`src/rtl/pipe_ctrl.sv`:
```
// Pipeline hazard controller: arbitrates flush, multi-cycle EX holds and ID bubbles
// into a per-stage stall vector, and tracks a saturating stall-cycle counter.
module pipe_ctrl (
    input  logic        clk,
    input  logic        rst,
    input  logic        stallreq_id,
    input  logic        ex_mc_req,
    input  logic [5:0]  ex_mc_len,
    input  logic        flush_req,
    output logic [5:0]  stall,
    output logic        flush,
    output logic        ex_mc_busy,
    output logic        ex_mc_done,
    output logic [5:0]  mc_count,
    output logic [15:0] perf_stall_cnt
);

    localparam logic [1:0] ST_IDLE = 2'd0;
    localparam logic [1:0] ST_RUN  = 2'd1;
    localparam logic [1:0] ST_DONE = 2'd2;

    // Stall vector bit order: [0] pc, [1] if_id, [2] id_ex, [3] ex_mem, [4] mem_wb, [5] reserved.
    localparam logic [5:0] STALL_NONE = 6'b000000;
    localparam logic [5:0] STALL_EX   = 6'b001111;
    localparam logic [5:0] STALL_ID   = 6'b000111;

    localparam logic [15:0] PERF_MAX = 16'hFFFF;

    logic [1:0]  r_state;
    logic [5:0]  r_count;
    logic [15:0] r_perf;

    logic [1:0]  w_state_nxt;
    logic [5:0]  w_count_nxt;
    logic [5:0]  w_stall;
    logic        w_flush;

    // Next-state logic; flush overrides every state and leaves no pending run.
    always_comb begin
        // NOTE: every variable gets a default first so no path leaves it unassigned (no latch).
        w_state_nxt = r_state;
        w_count_nxt = r_count;
        if (flush_req) begin
            w_state_nxt = ST_IDLE;
            w_count_nxt = 6'd0;
        end else begin
            case (r_state)
                ST_IDLE: begin
                    if (ex_mc_req) begin
                        if (ex_mc_len >= 6'd2) begin
                            w_state_nxt = ST_RUN;
                            w_count_nxt = ex_mc_len - 6'd1;
                        end else begin
                            w_state_nxt = ST_DONE;
                            w_count_nxt = 6'd0;
                        end
                    end
                end
                ST_RUN: begin
                    if (!ex_mc_req) begin
                        w_state_nxt = ST_IDLE;
                        w_count_nxt = 6'd0;
                    end else if (r_count == 6'd1) begin
                        w_state_nxt = ST_DONE;
                        w_count_nxt = 6'd0;
                    end else begin
                        w_count_nxt = r_count - 6'd1;
                    end
                end
                ST_DONE: begin
                    w_state_nxt = ST_IDLE;
                    w_count_nxt = 6'd0;
                end
                default: begin
                    w_state_nxt = ST_IDLE;
                    w_count_nxt = 6'd0;
                end
            endcase
        end
    end

    // Hazard priority: flush > EX multi-cycle > ID bubble. DONE releases EX bits so the
    // pipeline advances in the same cycle the completion pulse reaches EX.
    always_comb begin
        w_stall = STALL_NONE;
        w_flush = 1'b0;
        if (rst) begin
            w_stall = STALL_NONE;
            w_flush = 1'b0;
        end else if (flush_req) begin
            w_flush = 1'b1;
        end else if (ex_mc_req && (r_state != ST_DONE)) begin
            w_stall = STALL_EX;
        end else if (stallreq_id) begin
            w_stall = STALL_ID;
        end
    end

    always_ff @(posedge clk) begin
        // NOTE: sequential state uses non-blocking assignments so all registers update together.
        if (rst) begin
            r_state <= ST_IDLE;
            r_count <= 6'd0;
            r_perf  <= 16'd0;
        end else begin
            r_state <= w_state_nxt;
            r_count <= w_count_nxt;
            if (w_stall[0] && (r_perf != PERF_MAX)) begin
                r_perf <= r_perf + 16'd1;
            end
        end
    end

    assign stall          = w_stall;
    assign flush          = w_flush;
    assign ex_mc_busy     = !rst && (r_state == ST_RUN);
    assign ex_mc_done     = !rst && !flush_req && (r_state == ST_DONE);
    assign mc_count       = rst ? 6'd0 : r_count;
    assign perf_stall_cnt = r_perf;

endmodule

```
`config.mk`:
```
export PLATFORM = sky130hd
export DESIGN_NAME = pipe_ctrl
export DESIGN_NICKNAME = d
export VERILOG_FILES = /design/src/rtl/pipe_ctrl.sv
export SDC_FILE = /design/constraint.sdc
export NUM_CORES = 1
export LEC_CHECK = 0
export BUFFER_PORTS_ARGS = -buffer_cell sky130_fd_sc_hd__buf_2
export CAP_MARGIN = 20
export CORE_MARGIN = 2
export CORE_UTILIZATION = 45
export CTS_CLUSTER_DIAMETER = 30
export DETAILED_ROUTE_END_ITERATION = 7
export PLACE_DENSITY = 0.71
export SLEW_MARGIN = 10
export SYNTH_ARGS = -nofsm -noshare
export SYNTH_HDL_FRONTEND = slang
export SYNTH_SLANG_ARGS = --single-unit
```
`constraint.sdc`:
```
create_clock -name clk -period 2 [get_ports clk]
set_input_delay 0.1 -clock clk [delete_from_list [all_inputs] [get_ports clk]]
set_output_delay 0.1 -clock clk [all_outputs]
set_load 0.005 [all_outputs]
```
* Word-level counts from Yosys, hierarchy flattened
Index checks and enable logic that the tools add are counted.
Word-level totals: register bits 24, bits in latches 0, memory bits (writable) 0, memory bits (read-only) 0, input port bits 11, output and inout bits 31, logic and storage cells 41, memories 0
Cells by class: add/sub/neg operators 3, $mul 0, divide/modulo/power cells 0, order comparisons 1, equal/unequal tests 7, shift operators 0, multiplexer cells 17, bitwise logic cells 0, reduce and logical (&&, ||, !) cells 10
Operator list (count):
- 6-bit 2-to-1 mux | 5
- 16-bit by 1-bit adder with 16-bit output (second input constant) | 1
- 16-bit inequality test (second input constant) | 1
- 4-bit 2-to-1 mux | 3
- 6-bit one-hot mux with 2 select lines | 1
- 6-bit by 1-bit subtractor with 6-bit output (second input constant) | 2
- 2-bit 2-to-1 mux | 4
- 6-bit by 1-bit == test with 1-bit output (second input constant) | 1
- 6-bit by 2-bit greater-or-equal comparator with 1-bit output (second input constant) | 1
- 1-bit logical AND | 5
- 2-bit inequality test (second input constant) | 2
- 2-bit one-hot mux with 2 select lines | 1
- 3-bit 2-to-1 mux | 1
- 3-bit inequality test (second input constant) | 1
- 2-bit by 1-bit == test with 1-bit output (second input constant) | 1
- 2-bit == test (second input constant) | 1
- 1-bit logical NOT | 2
- 2-bit logical NOT | 1
- 1-bit 2-to-1 mux | 2
- 2-bit AND reduction | 1
- 2-bit OR reduction | 1

* Longest topological paths before layout
depth after elaboration 6, mapped depth 7, gate-level depth less buffers 6

* Least setup slack after synthesis
No wires, ideal clock.
path kind register to register, from reg r_state[1], to reg r_perf[10], in the netlist perf_stall_cnt[10], library setup time 0.123 ns, arrival time 1.750 ns, data required time 1.877 ns, path slack 0.127 ns, stages on the path, launching flop included 8, buffers on the path 3, clock period less this slack 1.873 ns, cell sequence dfxtp_1 clkbuf_1 nor3b_1 or3_1 buf_2 buf_6 nor4_2 mux2_1
On the way: cells in the longest elaborated chain, start to end 6
RTL lines:
- start: declaration | line 29 | logic [1:0] r_state;
- start signal: assignment | line 106 | r_state <= w_state_nxt;
- 2-bit inequality test | line 92 | end else if (ex_mc_req && (r_state != ST_DONE)) begin
- 1-bit logical AND | line 92
- 4-bit 2-to-1 mux | line 92
- 4-bit 2-to-1 mux | line 90 | end else if (flush_req) begin
- 4-bit 2-to-1 mux | line 87 | if (rst) begin
- 1-bit logical AND | line 108 | if (w_stall[0] && (r_perf != PERF_MAX)) begin
- end signal: assignment | line 109 | r_perf <= r_perf + 16'd1;
- end: declaration | line 31 | logic [15:0] r_perf;
No other way between the ends. A chain may end at the register's enable or synchronous reset.

* Worst setup path in the final report
from reg r_state[1], to reg r_perf[9], in the netlist perf_stall_cnt[9]
Same word-level chain as after synthesis.

==> metrics <==
Setup violations, final 0; routed len/inst 11.89 um; dpl cell area 0.001837 mm^2; clk buf depth 2; share of cells above drive strength 1 24.79%; HPWL after DPL roughly 2500 um; Initial Util 47.51%; critical path depth in cells 5; internal power between 600 and 700 uW; Yosys cell types 44; CP startpoint r_state[1]$_SDFFE_PP0P_; chip width 63.59 um; crit path time final 1.766 ns; I/O Pins 42; commonest cells after routing, fill and taps aside buf_2, nor2_1, dfxtp_1; WL final roughly 3400 um; via/cell ratio around 5.3; dominant cell type by area after synthesis dfxtp_1; Worst-Margin Slew roughly 0.71 ns; CP top delay family simple AND/OR/NAND/NOR gates; number of synthesized flops with an enable pin 0; Detail Route Antenna Nets 0; hold slack final just over 0.05 ns; post-cts resize count 0; Remaining DRCs 0; fin area between 0.0015 and 0.002 mm^2; total CTS buffers 3; Util after Layout ~56%; Synth Warn # 0; Clock transition at path regs 0.14 ns; Finished Layout Cells 284; Critical Path Sink perf_stall_cnt[9]$_SDFFE_PP0P_; CP Launch Type flip-flop; Net Sw Frac a little over a quarter; Post-Syn Area 0.001598 mm^2; clk sinks 24; n_diodes 0; TNS Setup 0 ns; Placer Congestion 0.8339; Synth Flop Type dfxtp_1; via count 1507; Seq pwr share 54.6%; Die Y roughly 64 um; Fillers roughly 340; Worst EP arrival 1.99 ns; Root Buffer clkbuf_4; dpl cells 280; worst path bufs/invs 1; final net count 255; status complete, no violations; Slew Viols, Final 0; Reg2Reg Depth 5; Max-Cap Viols 0; static leakage ~0.8 nW; top-area cell type share of the netlist area 30.07%; RR Endpoint perf_stall_cnt[9]$_SDFFE_PP0P_; #FFs+latches synth 24; Seq/Total Area, Yosys 30.07%; first-pass GRT wire length 6037 um; async set-or-reset flop fraction in the synthesized netlist 0%; Syn Area/Cell 8.029 um^2; overflow left after global routing 0; antenna violations before repair 0; RSZ-0062 raised after global routing false; slowest cell on the critical path mux2_2; commonest non-fill, non-tap cell in the layout buf_2; Critical Path Fanout Max 15; Max VDD drop 205.1 uV; Rows 21; power share of the clock group 28.7%; Sw Pwr approximately 250 uW; Critical Path RT between 2 and 2.5 ns; number of buffers added on ports 39; Comb pwr share ~17%; Slew headroom 52.55%; DR pass1 iterations 4; CTS tree built; die area between 0.004 and 0.005 mm^2; Power Density a little under 500 mW/mm^2; area delta synth->final 17.23%; post-CTS setup buffer count 0; Initial DRC Count between 40 and 50; nature of the critical path endpoint flip-flop; GR Util All Layers between 15 and 20%; critical-path cell list nor3b_1 > or3_1 > buf_4 > nor4_1 > mux2_2; vias in the first global route 1344; core box area between 0.003 and 0.004 mm^2; CP max stage delay 0.36 ns; fmax around 570 MHz; Worst Hold Class primary input to flip-flop; largest net degree at the start of global routing 32; Hold Fails Final Rpt 0; Cells after Synth 199; H-tree Lvls 1; cts hold-fix bufs 0; Area contributors post-synth dfxtp_1, nor2_1, nor2b_1; final period utilization 88.31%; kind of critical path flip-flop to flip-flop; Post-Route Skew 0.007882 ns; later-pin clock latency in the skew report roughly 0.32 ns; reg2reg start r_state[1]$_SDFFE_PP0P_; r2r setup slk between 0.2 and 0.25 ns
how the worst min path moves through the flow:
| stage | cells after the start | endpoint | slack [ns] | start |
|---|---|---|---|---|
| after floorplan | 2 | r_state[1]$_SDFFE_PP0P_ | 0.22 | ex_mc_req |
| after global placement | 3 | r_state[1]$_SDFFE_PP0P_ | 0.38 | ex_mc_req |
| after detailed placement | 3 | r_state[1]$_SDFFE_PP0P_ | 0.39 | ex_mc_req |
| after CTS | 3 | r_state[1]$_SDFFE_PP0P_ | 0.05 | ex_mc_req |
| after global routing | 3 | r_state[1]$_SDFFE_PP0P_ | 0.06 | ex_mc_req |
| final | 3 | r_state[1]$_SDFFE_PP0P_ | 0.05 | ex_mc_req |
layer usage:
layer | share of wire (%) | GRT usage [%] | up-vias
met4 | 0.98 | 5.707 | 0
met2 | 44 | 28.42 | 40
met3 | 4.3 | 1.786 | 2
met5 | 0 | 0 | -
met1 | 51 | 26.71 | 680
li1 | - | - | 785
Yosys cell counts (all sizes together) (2+ instances only):
library cell  number
nor2              27
mux2               8
and2               2
mux2i              5
clkbuf             5
nand4              5
a221oi             4
o21ai              7
and4               4
nand2b             7
nor2b             11
o31ai              2
inv               10
a211oi             4
xor2               4
buf                7
nor3b              4
or2                2
nor4               8
nand2             11
ha                 5
a21oi              6
or4                2
or3                3
nand3              4
dfxtp             24
nor3               6
tightest hold or removal path, cell delays in order:
cell	delay (ns)
buf_2	0.14
nand2_1	0.06
nor3_1	0.04
cell families (layout without fill, tap and decap cells):
group / Yosys count / after routing / share of synthesized area [%]
XOR/XNOR: 5 / 5 / 2.741
flip-flops: 24 / 24 / 30.07
buffers and inverters: 22 / 60 / 6.735
AO/OA/AOI/OAI: 31 / 31 / 13.08
multiplexers: 13 / 13 / 8.770
other: 1 / 2 / 0.2347
adder cells (fa/ha/maj): 5 / 5 / 3.915
AND/OR/NAND/NOR: 98 / 98 / 34.46
metrics by stage:
| step | setup WS, ns | power (mW) |
|---|---|---|
| global route | 0.1047 | 0.9690 |
| CTS | 0.2437 | 0.9268 |
| detailed placement | 0.1565 | 0.6655 |
| finish | 0.2337 | 0.9187 |
| global placement | 0.1918 | 0.6644 |
| floorplan | 0.1268 | 0.6177 |
power groups by stage:
| stage | Clock (mW) | Combinational, mW | Sequential, mW |
|---|---|---|---|
| floorplan | 0 | 0.107 | 0.511 |
| global placement | 0 | 0.152 | 0.512 |
| detailed placement | 0 | 0.153 | 0.513 |
| CTS | 0.271 | 0.154 | 0.502 |
| global route | 0.289 | 0.176 | 0.505 |
| finish | 0.263 | 0.153 | 0.502 |
layout make-up:
type | count | area [um^2] | area share (%)
clock buffers | 4 | 36.28 | 1.937
flip-flops and latches | 24 | 480.5 | 25.65
inverters | 10 | 37.54 | 2.004
multi-input cells | 154 | 1013 | 54.11
repair buffers | 46 | 247.7 | 13.23
well taps | 46 | 57.56 | 3.073
sequential cells by signal (all words and copies together), names as in the netlist:
signal and flops:
perf_stall_cnt 16, r_state 2, r_count 6
(Power assumes the default switching activity.)
